[config.mk]
export PLATFORM = sky130hd
export DESIGN_NAME = instr_fetch_decode_execute_flat
export DESIGN_NICKNAME = d
export VERILOG_FILES = /design/src/rtl/risc_pkg.sv /design/src/rtl/instr_fetch_decode_execute_if.sv /design/src/rtl/risc_alu.sv /design/src/rtl/instr_fetch_decode_execute.sv /design/src/flat_wrapper.sv
export SDC_FILE = /design/constraint.sdc
export NUM_CORES = 1
export LEC_CHECK = 0
export BUFFER_PORTS_ARGS = -buffer_cell sky130_fd_sc_hd__buf_2
export CAP_MARGIN = 0
export CORE_MARGIN = 2
export CORE_UTILIZATION = 45
export CTS_BUF_LIST = sky130_fd_sc_hd__clkbuf_8
export DETAILED_ROUTE_END_ITERATION = 6
export HOLD_SLACK_MARGIN = 0.06
export PLACE_DENSITY = 0.61
export SYNTH_ARGS = -nofsm -noshare
export SYNTH_HDL_FRONTEND = slang
export SYNTH_SLANG_ARGS = --single-unit
[constraint.sdc]
create_clock -name clk -period 5.3 [get_ports clk]
set_input_delay 1.325 -clock clk [delete_from_list [all_inputs] [get_ports clk]]
set_output_delay 1.325 -clock clk [all_outputs]
set_load 0.01 [all_outputs]
[src/rtl/risc_pkg.sv]
// Shared definitions for the IITB-RISC IF/ID/EX core: opcodes, decoded
// operation and format enums, condition codes and the decode helpers.
package risc_pkg;

    localparam int RISC_WIDTH = 16;

    localparam logic [3:0] OP_ADI = 4'b0000;
    localparam logic [3:0] OP_ADD = 4'b0001;
    localparam logic [3:0] OP_NDU = 4'b0010;
    localparam logic [3:0] OP_LHI = 4'b0011;
    localparam logic [3:0] OP_BEQ = 4'b1000;
    localparam logic [3:0] OP_JAL = 4'b1001;
    localparam logic [3:0] OP_JLR = 4'b1010;

    // Condition / modifier field in instr[1:0]
    localparam logic [1:0] CZ_NONE  = 2'b00;
    localparam logic [1:0] CZ_ZERO  = 2'b01;
    localparam logic [1:0] CZ_CARRY = 2'b10;
    localparam logic [1:0] CZ_SHIFT = 2'b11;

    typedef enum logic [1:0] {
        FMT_R   = 2'b00,
        FMT_I   = 2'b01,
        FMT_J   = 2'b10,
        FMT_NOP = 2'b11
    } rij_t;

    typedef enum logic [4:0] {
        ALU_ADD, ALU_ADC, ALU_ADZ, ALU_ADL, ALU_ADI,
        ALU_NDU, ALU_NDC, ALU_NDZ, ALU_LHI,
        ALU_BEQ, ALU_JAL, ALU_JLR, ALU_NOP
    } alu_op_t;

    function automatic alu_op_t decode_op(input logic [15:0] instr);
        alu_op_t op;
        op = ALU_NOP;
        case (instr[15:12])
            OP_ADD: begin
                case (instr[1:0])
                    CZ_NONE:  op = ALU_ADD;
                    CZ_CARRY: op = ALU_ADC;
                    CZ_ZERO:  op = ALU_ADZ;
                    CZ_SHIFT: op = ALU_ADL;
                endcase
            end
            OP_NDU: begin
                case (instr[1:0])
                    CZ_NONE:  op = ALU_NDU;
                    CZ_CARRY: op = ALU_NDC;
                    CZ_ZERO:  op = ALU_NDZ;
                    CZ_SHIFT: op = ALU_NOP;
                endcase
            end
            OP_ADI:  op = ALU_ADI;
            OP_LHI:  op = ALU_LHI;
            OP_BEQ:  op = ALU_BEQ;
            OP_JAL:  op = ALU_JAL;
            OP_JLR:  op = ALU_JLR;
            default: op = ALU_NOP;
        endcase
        return op;
    endfunction

    function automatic rij_t decode_fmt(input alu_op_t op);
        rij_t fmt;
        case (op)
            ALU_ADD, ALU_ADC, ALU_ADZ, ALU_ADL,
            ALU_NDU, ALU_NDC, ALU_NDZ:          fmt = FMT_R;
            ALU_ADI, ALU_BEQ, ALU_JLR:          fmt = FMT_I;
            ALU_LHI, ALU_JAL:                   fmt = FMT_J;
            default:                            fmt = FMT_NOP;
        endcase
        return fmt;
    endfunction

endpackage

[src/rtl/instr_fetch_decode_execute_if.sv]
// Bus bundle between the core and its surroundings: instruction memory,
// write-back observation, flags, flush and the register debug port.
interface instr_fetch_decode_execute_if
    import risc_pkg::*;
#(
    parameter int WIDTH = RISC_WIDTH
);
    logic             flush;
    logic [WIDTH-1:0] imem_addr;
    logic [WIDTH-1:0] imem_rdata;
    logic             update;
    logic [2:0]       wr_addr;
    logic [WIDTH-1:0] wr_data;
    logic             c_flag;
    logic             z_flag;
    logic [2:0]       dbg_addr;
    logic [WIDTH-1:0] dbg_data;

    modport master (
        input  flush, imem_rdata, dbg_addr,
        output imem_addr, update, wr_addr, wr_data, c_flag, z_flag, dbg_data
    );

    modport slave (
        output flush, imem_rdata, dbg_addr,
        input  imem_addr, update, wr_addr, wr_data, c_flag, z_flag, dbg_data
    );
endinterface

[src/rtl/risc_alu.sv]
// Combinational ALU for the EX stage: add (optionally with B shifted left
// by one) producing carry-out, NAND, zero detect on the result and A==B.
module risc_alu
    import risc_pkg::*;
#(
    parameter int WIDTH = RISC_WIDTH
) (
    input  logic [WIDTH-1:0] a,
    input  logic [WIDTH-1:0] b,
    input  logic             shl,
    input  logic             nand_sel,
    output logic [WIDTH-1:0] res,
    output logic             cout,
    output logic             zero,
    output logic             eq
);
    logic [WIDTH-1:0] b_eff;
    logic [WIDTH:0]   sum;

    // Adder with optional shifted operand, result select and compares
    always_comb begin
        b_eff = shl ? {b[WIDTH-2:0], 1'b0} : b;
        sum   = {1'b0, a} + {1'b0, b_eff};
        cout  = sum[WIDTH];
        res   = nand_sel ? ~(a & b) : sum[WIDTH-1:0];
        zero  = (res == '0);
        eq    = (a == b);
    end
endmodule

[src/rtl/instr_fetch_decode_execute.sv]
// IF / ID / EX front end of the 16-bit IITB-RISC pipeline with an internal
// 8x16 register file. Branches and jumps resolve in EX and squash the two
// younger instructions; flush squashes them without touching the PC.
module instr_fetch_decode_execute
    import risc_pkg::*;
#(
    parameter int WIDTH = RISC_WIDTH,
    parameter int NREGS = 8
) (
    input  logic clk,
    input  logic resetn,
    instr_fetch_decode_execute_if.master bus
);
    logic [WIDTH-1:0] pc;

    logic             ifid_vld;
    logic [WIDTH-1:0] ifid_instr;
    logic [WIDTH-1:0] ifid_pc;

    logic             idex_vld;
    alu_op_t          idex_op;
    rij_t             idex_fmt;
    logic [11:0]      idex_i12;
    logic [WIDTH-1:0] idex_pc;

    logic [WIDTH-1:0] regs [NREGS];
    logic             c_reg;
    logic             z_reg;

    logic [2:0]       ex_ra, ex_rb, ex_rc;
    logic [WIDTH-1:0] ex_ra_val, ex_rb_val;
    logic [WIDTH-1:0] alu_b, alu_res;
    logic             alu_shl, alu_nand, alu_cout, alu_zero, alu_eq;

    logic             wr_en, set_c, set_z, redirect;
    logic [2:0]       wr_sel;
    logic [WIDTH-1:0] wr_val, target;
    logic             ex_live, ex_update, ex_redirect, squash;

    function automatic logic [WIDTH-1:0] sext6(input logic [5:0] v);
        return {{(WIDTH-6){v[5]}}, v};
    endfunction

    function automatic logic [WIDTH-1:0] sext9(input logic [8:0] v);
        return {{(WIDTH-9){v[8]}}, v};
    endfunction

    assign ex_ra     = idex_i12[11:9];
    assign ex_rb     = idex_i12[8:6];
    assign ex_rc     = idex_i12[5:3];
    assign ex_ra_val = regs[ex_ra];
    assign ex_rb_val = regs[ex_rb];

    risc_alu #(.WIDTH(WIDTH)) u_alu (
        .a        (ex_ra_val),
        .b        (alu_b),
        .shl      (alu_shl),
        .nand_sel (alu_nand),
        .res      (alu_res),
        .cout     (alu_cout),
        .zero     (alu_zero),
        .eq       (alu_eq)
    );

    // EX: operand select, conditional-execute decisions and branch target
    always_comb begin
        alu_b    = ex_rb_val;
        alu_shl  = 1'b0;
        alu_nand = 1'b0;
        wr_en    = 1'b0;
        wr_sel   = ex_rc;
        wr_val   = alu_res;
        set_c    = 1'b0;
        set_z    = 1'b0;
        redirect = 1'b0;
        target   = idex_pc + sext6(idex_i12[5:0]);
        case (idex_op)
            ALU_ADD: begin wr_en = 1'b1;  set_c = 1'b1;  set_z = 1'b1;  end
            ALU_ADC: begin wr_en = c_reg; set_c = c_reg; set_z = c_reg; end
            ALU_ADZ: begin wr_en = z_reg; set_c = z_reg; set_z = z_reg; end
            ALU_ADL: begin
                alu_shl = 1'b1;
                wr_en   = 1'b1;
                set_c   = 1'b1;
                set_z   = 1'b1;
            end
            ALU_ADI: begin
                alu_b  = sext6(idex_i12[5:0]);
                wr_sel = ex_rb;
                wr_en  = 1'b1;
                set_c  = 1'b1;
                set_z  = 1'b1;
            end
            ALU_NDU: begin alu_nand = 1'b1; wr_en = 1'b1;  set_z = 1'b1;  end
            ALU_NDC: begin alu_nand = 1'b1; wr_en = c_reg; set_z = c_reg; end
            ALU_NDZ: begin alu_nand = 1'b1; wr_en = z_reg; set_z = z_reg; end
            ALU_LHI: begin
                wr_sel = ex_ra;
                wr_val = {idex_i12[8:0], {(WIDTH-9){1'b0}}};
                wr_en  = 1'b1;
            end
            ALU_BEQ: redirect = alu_eq;
            ALU_JAL: begin
                wr_sel   = ex_ra;
                wr_val   = idex_pc + WIDTH'(1);
                wr_en    = 1'b1;
                redirect = 1'b1;
                target   = idex_pc + sext9(idex_i12[8:0]);
            end
            ALU_JLR: begin
                // RB was sampled above, so RA==RB still jumps to the old value
                wr_sel   = ex_ra;
                wr_val   = idex_pc + WIDTH'(1);
                wr_en    = 1'b1;
                redirect = 1'b1;
                target   = ex_rb_val;
            end
            default: ;
        endcase
    end

    assign ex_live     = idex_vld && (idex_fmt != FMT_NOP);
    assign ex_update   = ex_live && wr_en;
    assign ex_redirect = ex_live && redirect;
    assign squash      = ex_redirect || bus.flush;

    // Control: PC sequencing and stage valids
    always_ff @(posedge clk or negedge resetn) begin
        if (!resetn) begin
            pc       <= '0;
            ifid_vld <= 1'b0;
            idex_vld <= 1'b0;
        end else begin
            pc       <= ex_redirect ? target : pc + WIDTH'(1);
            ifid_vld <= !squash;
            idex_vld <= ifid_vld && !squash;
        end
    end

    // Datapath: IF/ID capture and ID decode into ID/EX
    always_ff @(posedge clk) begin
        ifid_instr <= bus.imem_rdata;
        ifid_pc    <= pc;
        idex_op    <= decode_op(ifid_instr[15:0]);
        idex_fmt   <= decode_fmt(decode_op(ifid_instr[15:0]));
        idex_i12   <= ifid_instr[11:0];
        idex_pc    <= ifid_pc;
    end

    // Write-back of the EX result and flag update
    always_ff @(posedge clk or negedge resetn) begin
        if (!resetn) begin
            for (int i = 0; i < NREGS; i++) regs[i] <= '0;
            c_reg <= 1'b0;
            z_reg <= 1'b0;
        end else begin
            if (ex_update)          regs[wr_sel] <= wr_val;
            if (ex_live && set_c)   c_reg <= alu_cout;
            if (ex_live && set_z)   z_reg <= alu_zero;
        end
    end

    assign bus.imem_addr = pc;
    assign bus.update    = ex_update;
    assign bus.wr_addr   = wr_sel;
    assign bus.wr_data   = wr_val;
    assign bus.c_flag    = c_reg;
    assign bus.z_flag    = z_reg;
    assign bus.dbg_data  = regs[bus.dbg_addr];
endmodule

[src/flat_wrapper.sv]
// flat-port wrapper written by rule: the top's interface ports become plain ports
module instr_fetch_decode_execute_flat import risc_pkg::*;
#(
    parameter int WIDTH = RISC_WIDTH,
    parameter int NREGS = 8
)
  (clk, resetn, bus_flush, bus_imem_rdata, bus_dbg_addr, bus_imem_addr, bus_update, bus_wr_addr, bus_wr_data, bus_c_flag, bus_z_flag, bus_dbg_data);
  instr_fetch_decode_execute_if #(.WIDTH(WIDTH)) bus_i ();
  input  logic clk;
  input  logic resetn;
  input wire logic [$bits(bus_i.flush)-1:0] bus_flush;
  input wire logic [$bits(bus_i.imem_rdata)-1:0] bus_imem_rdata;
  input wire logic [$bits(bus_i.dbg_addr)-1:0] bus_dbg_addr;
  output wire logic [$bits(bus_i.imem_addr)-1:0] bus_imem_addr;
  output wire logic [$bits(bus_i.update)-1:0] bus_update;
  output wire logic [$bits(bus_i.wr_addr)-1:0] bus_wr_addr;
  output wire logic [$bits(bus_i.wr_data)-1:0] bus_wr_data;
  output wire logic [$bits(bus_i.c_flag)-1:0] bus_c_flag;
  output wire logic [$bits(bus_i.z_flag)-1:0] bus_z_flag;
  output wire logic [$bits(bus_i.dbg_data)-1:0] bus_dbg_data;
  assign bus_i.flush = bus_flush;
  assign bus_i.imem_rdata = bus_imem_rdata;
  assign bus_i.dbg_addr = bus_dbg_addr;
  assign bus_imem_addr = bus_i.imem_addr;
  assign bus_update = bus_i.update;
  assign bus_wr_addr = bus_i.wr_addr;
  assign bus_wr_data = bus_i.wr_data;
  assign bus_c_flag = bus_i.c_flag;
  assign bus_z_flag = bus_i.z_flag;
  assign bus_dbg_data = bus_i.dbg_data;
  instr_fetch_decode_execute #(.WIDTH(WIDTH), .NREGS(NREGS)) u_core (.clk(clk), .resetn(resetn), .bus(bus_i));
endmodule
==> impl_metrics.json, run 1 <==
{
  "cts.clk_slew.worst_paths_ns": 0.06,
  "clockBufferDepth": 3,
  "layout-area-overhead-vs-synth_pct": 23.3,
  "run_status": "finished, violations left",
  "hold_ws_ns": 0.325,
  "antenna_cells": 0,
  "cts_max_level": 2,
  "grt_busiest_layer": "met2",
  "ios": 76,
  "dp.final_hpwl_um": 29900,
  "synth.distinct_cells": 76,
  "leakagePower_uw": 0.00762,
  "yosysSeqAreaShare_pct": 38.2,
  "start_kind": "flop",
  "met1_usage_pct": 36.0,
  "wl_um": 40500,
  "synth_mux_area_share_pct": 27.6,
  "setup_viol": 11,
  "grt_start_max_net_pins": 85,
  "insertion_delay_ns": 0.56,
  "gr-total-overflow": 0,
  "clkSinkCount": 214,
  "worstPathRequired_ns": 3.97,
  "ys.flop_type": "dfrtp_1",
  "yosysMostFrequentCell": "dfrtp_1",
  "io_buffers": 75,
  "finalSetupTns_ns": -3.23,
  "p_sw_uw": 2410,
  "synth_fa_ha_area_share_pct": 5.44,
  "violations": "negative setup slack",
  "pwr-share-clk_pct": 26.0,
  "worstPathArrival_ns": 4.48,
  "switching_share_pct": 35.8,
  "core_area_um2": 28800,
  "power.density_nw_per_um2": 415,
  "ys_ff_latch": 214,
  "cp_max_fo": 6,
  "clockRootBuffer": "clkbuf_8",
  "finalPower_uw": 6740,
  "ys_warn_count": 0,
  "slew_violations": 0,
  "drt_iter0_drc": 676,
  "ant_nets": 0,
  "post-route-min-period_ns": 5.80,
  "met3_usage_pct": 5.40,
  "rsz0062_at_grt": "yes",
  "synth_edf_count": 0,
  "drc_errors": 0,
  "synth_compound_area_share_pct": 11.1,
  "end_kind": "output pin",
  "vias_per_cell": 5.83,
  "dr.pass1.iters": 5,
  "grt_pass1_vias": 10600,
  "dr_total_vias": 10700,
  "crit_type": "flop to output pin",
  "worstHoldPathType": "flop to flop",
  "final_layout_size_suffix_gt1_share_pct": 39.6,
  "cts_hold_buf": 0,
  "synth.top_cell.area_share_pct": 28.1,
  "grt_use_total_pct": 26.7,
  "synth_area_um2": 13200,
  "die_h_um": 175,
  "postSynthCellCount": 1197,
  "grt_pass1_wl_um": 62100,
  "p_int_uw": 4330,
  "vdd_drop_max_mv": 0.191,
  "avgSynthCellArea_um2": 11.0,
  "avgRoutedWirePerCell_um": 22.1,
  "hold_viol_final": 0,
  "pwr-share-seq_pct": 34.2,
  "synth_xor_area_share_pct": 3.26,
  "use_met2_pct": 42.8,
  "tritoncts": "yes",
  "clock_skew_ns": 0.0352,
  "combPwrFrac_pct": 39.8,
  "relSlewSlack_pct": 25.5,
  "yosys.area_share.simple_pct": 10.8,
  "fmax_mhz": 172,
  "synth_common_cells": "dfrtp_1 (148), nand2_1 (116), mux2_2 (107)",
  "layout.nets": 1493,
  "synth_top_family_by_area": "multiplexers",
  "dp_slack_ns": -0.226,
  "antenna_found_initial": 0,
  "die_x_um": 175,
  "tightest_slew_ns": 1.11,
  "synthTopCellsByArea": "dfrtp_1 (28%), mux4_2 (16%), dfxtp_1 (10%), mux2_2 (9.2%), ha_1 (5.1%)",
  "place_congestion": 0.944,
  "fin_crit_sh_pct": 109,
  "rows": 62,
  "cts_buffers": 38,
  "cap_violations": 0,
  "synth_nets": 1275,
  "finalWorstSetupSlack_ns": -0.502,
  "die_area_um2": 30600,
  "initial_utilization_pct": 45.7,
  "yosysTopAreaCell": "dfrtp_1",
  "async_reset_ff_share_pct": 69.2
}
[cells by family (layout without fill, tap and decap cells)]
logic type	count (synthesis)	count (layout)
simple gates	308	308
buf+inv	112	359
compound gates	230	230
mux	228	228
xor+xnor	49	49
fa+ha+maj	56	56
flops	214	214
[power groups by stage]
| stage | Combinational [µW] | Clock [µW] | Sequential [µW] |
|---|---|---|---|
| after global routing | 2920 | 1860 | 2350 |
| after CTS | 2610 | 1790 | 2300 |
| after detailed placement | 2510 | 0 | 2320 |
| final | 2690 | 1750 | 2300 |
| after global placement | 2480 | 0 | 2310 |
| after floorplan | 1560 | 0 | 2240 |
[timing repair]
| action | 4_1_cts | 5_1_grt |
|---|---|---|
| buffers inserted | 14 | 6 |
| setup endpoints to repair | 13 | 13 |
| pin swaps | 13 | 19 |
| resized for setup | 37 | 38 |
[placed cells by master, fill, tap and decap left out, types with 60 or more instances in the layout]
cell type	instances
mux2_2	106
nor2_1	92
dfrtp_1	148
dfxtp_1	64
buf_4	158
o21ai_0	60
buf_2	70
nand2_1	114
a21oi_1	69
mux4_2	96
[registers in the layout (all words and copies together), names as in the netlist, 2 cells and up]
name,flops
u_core.idex_i12,12
u_core.ifid_instr,16
u_core.idex_pc,16
u_core.idex_op,4
u_core.regs,128
u_core.idex_fmt,2
u_core.ifid_pc,16
u_core.bus.imem_addr,16
[per-stage QoR]
step	cells	instance area (µm²)	utilization, %
3_3_place_gp	1740	14900	51.9
6_report	1828	16200	56.4
2_1_floorplan	1197	13200	-
4_1_cts	1822	16100	55.8
5_1_grt	1828	16200	56.4
3_5_place_dp	1740	14900	51.9
[area by class of cell]
type / count / area [µm²]
fillers: 2454 / 12600
multi-input cells: 871 / 7900
flip-flops and latches: 214 / 5030
repair buffers: 243 / 1770
clock buffers: 50 / 688
well taps: 384 / 480
clock inverters: 19 / 188
inverters: 47 / 176
[metal layers]
metal | vias to the layer above | routed length, µm
met2 | 361 | 18800
met5 | - | 0
met4 | 0 | 1630
li1 | 4869 | -
met3 | 93 | 2700
met1 | 5341 | 17400
[path summary, 6_finish.rpt]
path                                         start                       to  slack (ns)  depth (start not counted)
max in group asynchronous                   resetn  u_core.bus.imem_addr[6]        3.38                          2
worst max-delay path            u_core.idex_i12[6]          bus_wr_data[12]       -0.50                         16
worst min-delay path            u_core.ifid_pc[15]       u_core.idex_pc[15]        0.33                          0
worst max register to register  u_core.idex_i12[6]          u_core.regs[12]        0.95                         17
min in group asynchronous                   resetn          u_core.regs[54]        0.86                          1
worst min register to register  u_core.ifid_pc[15]       u_core.idex_pc[15]        0.33                          0
[worst max-delay path: stages, from the launching register on]
cell and delay (ns):
dfxtp_4 0.43, mux4_2 0.52, mux2i_2 0.18, nand2_1 0.10, o21ai_2 0.08, buf_4 0.13
nor2_2 0.03, ha_2 0.18, fa_2 0.36, a211o_4 0.38, a2111oi_4 0.37, o21ai_4 0.09
a41oi_2 0.16, xor2_1 0.16, mux2i_1 0.12, a221o_2 0.45, buf_6 0.15
Note: power is estimated with default switching activity, not from simulation.
==> inputs of run 2 (changes only) <==
--- a/config.mk
+++ b/config.mk
@@ -12,7 +12,7 @@
 export CTS_BUF_LIST = sky130_fd_sc_hd__clkbuf_8
 export DETAILED_ROUTE_END_ITERATION = 6
 export HOLD_SLACK_MARGIN = 0.06
-export PLACE_DENSITY = 0.61
+export PLACE_DENSITY = 0.59
 export SYNTH_ARGS = -nofsm -noshare
 export SYNTH_HDL_FRONTEND = slang
 export SYNTH_SLANG_ARGS = --single-unit
==> constraint.sdc (replaced) <==
create_clock -name clk -period 6.8 [get_ports clk]
set_input_delay 1.7 -clock clk [delete_from_list [all_inputs] [get_ports clk]]
set_output_delay 1.7 -clock clk [all_outputs]
set_load 0.01 [all_outputs]
==> run 2 against run 1 <==
Net effect: the run now ends clean; critical path depth fell by 3; worst hold slack lost 0.0039 ns; utilization decreased by 4.8 points; sequential power decreased by 21%; non-clock buffer count fell by 127; cell count decreased by 7.0%; power is 29% lower; via count is 5.3% lower; setup slack better by 0.77 ns; sequential cell count is the same; register-to-register slack better by 1.3 ns; sequential share of layout area increased by 2.9 points; largest cell class unchanged.
==> impl_metrics.json, run 2 (synthesis results as in run 1) <==
{
  "run_status": "finished, final reports clean",
  "fin_crit_sh_pct": 96.0,
  "cts_hold_buf": 0,
  "hold_viol_final": 0,
  "io_buffers": 75,
  "ant_nets": 0,
  "place_congestion": 0.967,
  "finalPower_uw": 4770,
  "stdcell_count": 1700,
  "drc_errors": 0,
  "die_area_um2": 30600,
  "rows": 62,
  "worstPathRequired_ns": 5.10,
  "final_common_cell": "dfrtp_1",
  "dp.final_hpwl_um": 28300,
  "top_register": "u_core.regs",
  "gr-total-overflow": 0,
  "leakagePower_uw": 0.00689,
  "largest_reg_flops": 128,
  "grt_pass1_wl_um": 60700,
  "cts.clk_slew.worst_paths_ns": 0.06,
  "dr.pass1.iters": 5,
  "relSlewSlack_pct": 37.2,
  "crit_chain": "mux2i_1, nand2_1, o21ai_0, o21ai_0, fa_1, a211o_1, a2111oi_4, o21ai_2, a41oi_2, xor2_1, mux2i_1, a221o_2, buf_2",
  "die_h_um": 175,
  "layout-area-overhead-vs-synth_pct": 12.8,
  "r2r-start": "u_core.idex_i12[8]",
  "worstSetupStartpoint": "u_core.idex_i12[8]",
  "setup_viol": 0,
  "ios": 76,
  "place_inst": 1629,
  "grt_use_total_pct": 26.0,
  "worstHoldPathType": "flop to flop",
  "slew_violations": 0,
  "post-route-min-period_ns": 6.53,
  "die_x_um": 175,
  "initial_utilization_pct": 45.7,
  "core_area_um2": 28800,
  "dr_total_vias": 10100,
  "tritoncts": "yes",
  "critPathSlowestCell": "dfxtp_1",
  "antenna_found_initial": 0,
  "rsz0062_at_grt": "no",
  "end_kind": "output pin",
  "antenna_cells": 0,
  "power.density_nw_per_um2": 321,
  "clock_skew_ns": 0.0292,
  "clkSinkCount": 214,
  "cts_max_level": 2,
  "grt_pass1_vias": 10200,
  "slowest_delay_ns": 0.92,
  "final_layout_size_suffix_gt1_share_pct": 31.0,
  "cp_max_fo": 11,
  "layout_common_cells": "dfrtp_1 (148), nand2_1 (116), mux2_2 (107), mux4_2 (96), nor2_1 (94)",
  "insertion_delay_ns": 0.56,
  "tightest_slew_ns": 0.939,
  "cap_violations": 0,
  "avgRoutedWirePerCell_um": 22.9,
  "wl_um": 39000,
  "vdd_drop_max_mv": 0.175,
  "grt_start_max_net_pins": 99,
  "clockBufferDepth": 3,
  "finalSetupTns_ns": 0,
  "vias_per_cell": 5.94,
  "crit_type": "flop to output pin",
  "min_from": "u_core.ifid_pc[8]",
  "clockRootBuffer": "clkbuf_8",
  "cts_buffers": 39,
  "hold_ws_ns": 0.321,
  "fmax_mhz": 153,
  "drt_iter0_drc": 876,
  "layout.nets": 1367,
  "start_kind": "flop",
  "worstPathArrival_ns": 4.83
}
## run 2: cell types whose count changed in the layout (fill, tap and decap cells not counted), sizes merged
cell      change
buf         -127
clkbuf        -7
clkinv        +6
clkinvlp      +3
bufinv        -2
inv           -1
## run 2: repair_timing
| action | in CTS | in global routing |
|---|---|---|
| gates resized for setup | 0 | 7 |
| setup buffers | 0 | 3 |
| endpoints found under the setup margin | 0 | 8 |
## run 2: area by class of cell
class                      count  area (µm²)
timing repair buffer         116         693
inverter                      47         176
fill                        2620       13900
multi-input combinational    871        7700
clock inverter                25         169
clock buffer                  43         592
sequential                   214        5030
tap                          384         480
## run 2: per-stage QoR
step / setup WS (ns) / cell area, µm² / util [%]
after floorplan: 0.858 / 13200 / -
after global placement: 0.674 / 14000 / 48.8
after detailed placement: 0.605 / 14000 / 48.8
after CTS: 0.00228 / 14800 / 51.4
after global routing: 0.00879 / 14800 / 51.6
final: 0.272 / 14800 / 51.6
## run 2: power by group
group / total, µW / switching [µW] / internal, µW
registers: 1820 / 282 / 1530
logic: 1740 / 932 / 804
clock network: 1220 / 563 / 658
## run 2: critical path, delay by kind of cell (launching register included)
kind,cells,cell delay [ns]
xor gates and xnor gates,1,0.16
and+or+nand+nor,1,0.09
buffers and inverters,1,0.18
AOI/OAI and AO/OA,7,1.86
adders and majority gates,1,0.48
muxes,2,0.56
DFF,1,0.92
## run 2: layer usage
| layer | vias up | routed length [µm] | GRT usage (%) |
|---|---|---|---|
| met5 | - | 0 | 0 |
| met4 | 0 | 1570 | 10.3 |
| met3 | 80 | 2280 | 4.61 |
| met2 | 324 | 18100 | 41.1 |
| met1 | 5093 | 17000 | 35.6 |
| li1 | 4605 | - | - |
## run 2: final timing paths
path	to	slack, ns	cells after the start
worst max-delay path	bus_wr_data[12]	0.27	13
worst min-delay path	u_core.idex_pc[8]	0.32	0
worst max register to register	u_core.regs[41]	2.21	13
worst min register to register	u_core.idex_pc[8]	0.32	0
max in group asynchronous	u_core.regs[77]	4.31	2
min in group asynchronous	u_core.regs[55]	1.24	1
==> inputs of run 3 (changes only) <==
--- a/config.mk
+++ b/config.mk
@@ -11,8 +11,9 @@
 export CORE_UTILIZATION = 45
 export CTS_BUF_LIST = sky130_fd_sc_hd__clkbuf_8
 export DETAILED_ROUTE_END_ITERATION = 6
-export HOLD_SLACK_MARGIN = 0.06
-export PLACE_DENSITY = 0.59
+export GPL_TIMING_DRIVEN = 0
+export HOLD_SLACK_MARGIN = 0.15
+export PLACE_DENSITY = 0.62
 export SYNTH_ARGS = -nofsm -noshare
 export SYNTH_HDL_FRONTEND = slang
 export SYNTH_SLANG_ARGS = --single-unit
==> run 3 against run 2 <==
Net effect: combinational power is 6% higher; power increased by 2.6%; via count is 4.1% higher; count of clock-buffer cells in the layout is 2 higher; sequential share of layout area fell by 0.81 points; largest power group is now combinational logic; worst hold slack worse by 0.0031 ns; utilization rose by 1.2 points; register-to-register slack worse by 0.31 ns; clock skew grew 0.013 ns; final area is 2.4% higher; critical path depth up 4; clock power up 3%.
==> impl_metrics.json, run 3 (synthesis results as in run 1) <==
{
  "slew_violations": 0,
  "timing.rr.end": "u_core.regs[60]",
  "wl_um": 41400,
  "top_register": "u_core.regs",
  "relSlewSlack_pct": 22.7,
  "worstPathRequired_ns": 5.10,
  "grt_use_total_pct": 27.2,
  "leakagePower_uw": 0.00701,
  "vias_per_cell": 6.05,
  "post-route-min-period_ns": 6.74,
  "clockRootBuffer": "clkbuf_8",
  "tritoncts": "yes",
  "start_kind": "flop",
  "antenna_found_initial": 1,
  "clkSinkCount": 214,
  "worstHoldPathType": "flop to flop",
  "clock_skew_ns": 0.0419,
  "vdd_drop_max_mv": 0.183,
  "avgRoutedWirePerCell_um": 23.8,
  "cp_max_fo": 10,
  "rows": 62,
  "grt_pass1_wl_um": 62100,
  "worstHoldPathCells": 0,
  "rr_worst_depth": 18,
  "initial_utilization_pct": 45.7,
  "largest_reg_flops": 128,
  "layout_common_cells": "dfrtp_1 (148), nand2_1 (116), mux2_2 (107), mux4_2 (96), nor2_1 (93)",
  "cts_buffers": 40,
  "final_layout_size_suffix_gt1_share_pct": 31.6,
  "final_common_cell": "dfrtp_1",
  "min_from": "u_core.ifid_instr[11]",
  "gr-total-overflow": 0,
  "power.density_nw_per_um2": 322,
  "place_congestion": 0.957,
  "hold_viol_final": 0,
  "grt_pass1_vias": 10300,
  "finalPower_uw": 4900,
  "layout-area-overhead-vs-synth_pct": 15.5,
  "n_fill_cell": 2572,
  "setup_viol": 0,
  "die_area_um2": 30600,
  "dp.final_hpwl_um": 30100,
  "cts_hold_buf": 0,
  "die_h_um": 175,
  "drc_errors": 0,
  "crit_type": "flop to output pin",
  "endpoint": "bus_wr_data[12]",
  "worstSetupStartpoint": "u_core.idex_i12[6]",
  "fmax_mhz": 148,
  "worstPathArrival_ns": 5.04,
  "stdcell_count": 1738,
  "clockBufferDepth": 3,
  "rrSetupSlack_ns": 1.90,
  "ant_nets": 0,
  "hold_ws_ns": 0.318,
  "fin_crit_sh_pct": 99.1,
  "cap_violations": 0,
  "cts.clk_slew.worst_paths_ns": 0.06,
  "layout.nets": 1402,
  "dr.pass1.iters": 7,
  "core_area_um2": 28800,
  "rsz0062_at_grt": "yes",
  "drt_iter0_drc": 955,
  "cts_max_level": 2,
  "io_buffers": 73,
  "dr_total_vias": 10500,
  "r2r-start": "u_core.idex_i12[6]",
  "ios": 76,
  "grt_start_max_net_pins": 84,
  "tightest_slew_ns": 1.16,
  "run_status": "finished, final reports clean",
  "die_x_um": 175,
  "end_kind": "output pin",
  "insertion_delay_ns": 0.59,
  "place_inst": 1655
}
-- run 3: changes by cell type in the layout (fill, tap and decap cells not counted), sizes merged --
| cell | previous run | this run |
|---|---|---|
| buf | 116 | 118 |
| clkbuf | 43 | 77 |
| clkinv | 6 | 2 |
| clkinvlp | 4 | 1 |
| diode | 0 | 1 |
| inv | 60 | 68 |
-- run 3: final cells by class --
| cell class | count | area, µm² | share of cell area (%) |
|---|---|---|---|
| diodes | 1 | 2.50 | 0.0165 |
| plain buffers | 61 | 354 | 2.33 |
| clock buffers | 45 | 619 | 4.08 |
| clock inverters | 26 | 180 | 1.19 |
| inverters | 47 | 176 | 1.16 |
| multi-input cells | 871 | 7840 | 51.6 |
| flip-flops and latches | 214 | 5030 | 33.1 |
| well taps | 384 | 480 | 3.16 |
| repair buffers | 89 | 512 | 3.37 |
-- run 3: worst max-delay path, cell delays in order, from the launching register on --
cell	delay, ns
dfxtp_4	0.43
buf_8	0.22
mux4_2	0.55
mux2i_4	0.26
nand2_1	0.10
o21ai_0	0.16
inv_1	0.11
nand2_1	0.08
o21ai_0	0.10
ha_1	0.39
a211o_4	0.38
a2111oi_4	0.46
o21ai_2	0.14
a41oi_2	0.22
xor2_1	0.19
mux2i_2	0.12
a221o_2	0.40
buf_2	0.16
-- run 3: per-stage QoR --
stage                     cell area [µm²]  TNS [ns]  setup WS (ns)  util (%)
after floorplan                     13200         0          0.858         -
after global placement              14000     -4.94         -0.816      48.7
after detailed placement            14000     -5.15         -0.847      48.8
after CTS                           15100         0        0.00713      52.3
after global routing                15200   -0.0499        -0.0365      52.8
final                               15200         0         0.0608      52.8
-- run 3: worst min path at each step --
stage / end / slack [ns]
after floorplan: u_core.idex_i12[10] / 0.31
after global placement: u_core.idex_i12[4] / 0.31
after CTS: u_core.idex_i12[11] / 0.32
after global routing: u_core.idex_pc[4] / 0.33
final: u_core.idex_i12[11] / 0.32
after detailed placement: u_core.idex_pc[8] / 0.31
-- run 3: power by group --
group	total, µW	switching, µW	internal, µW
clock network	1260	574	686
registers	1790	257	1530
logic	1840	1010	830
total	4900	1850	3050
-- run 3: routing by layer --
layer	wire length (µm)	GRT usage, %
met3	3650	6.90
met4	1680	12.4
met2	18700	41.6
met1	17400	36.5
met5	0	0
-- run 3: repair_timing --
item | 4_1_cts | 5_1_grt
setup buffers | 4 | 11
gates resized for setup | 63 | 16
endpoints found under the setup margin | 14 | 10
pin swaps | 3 | 6
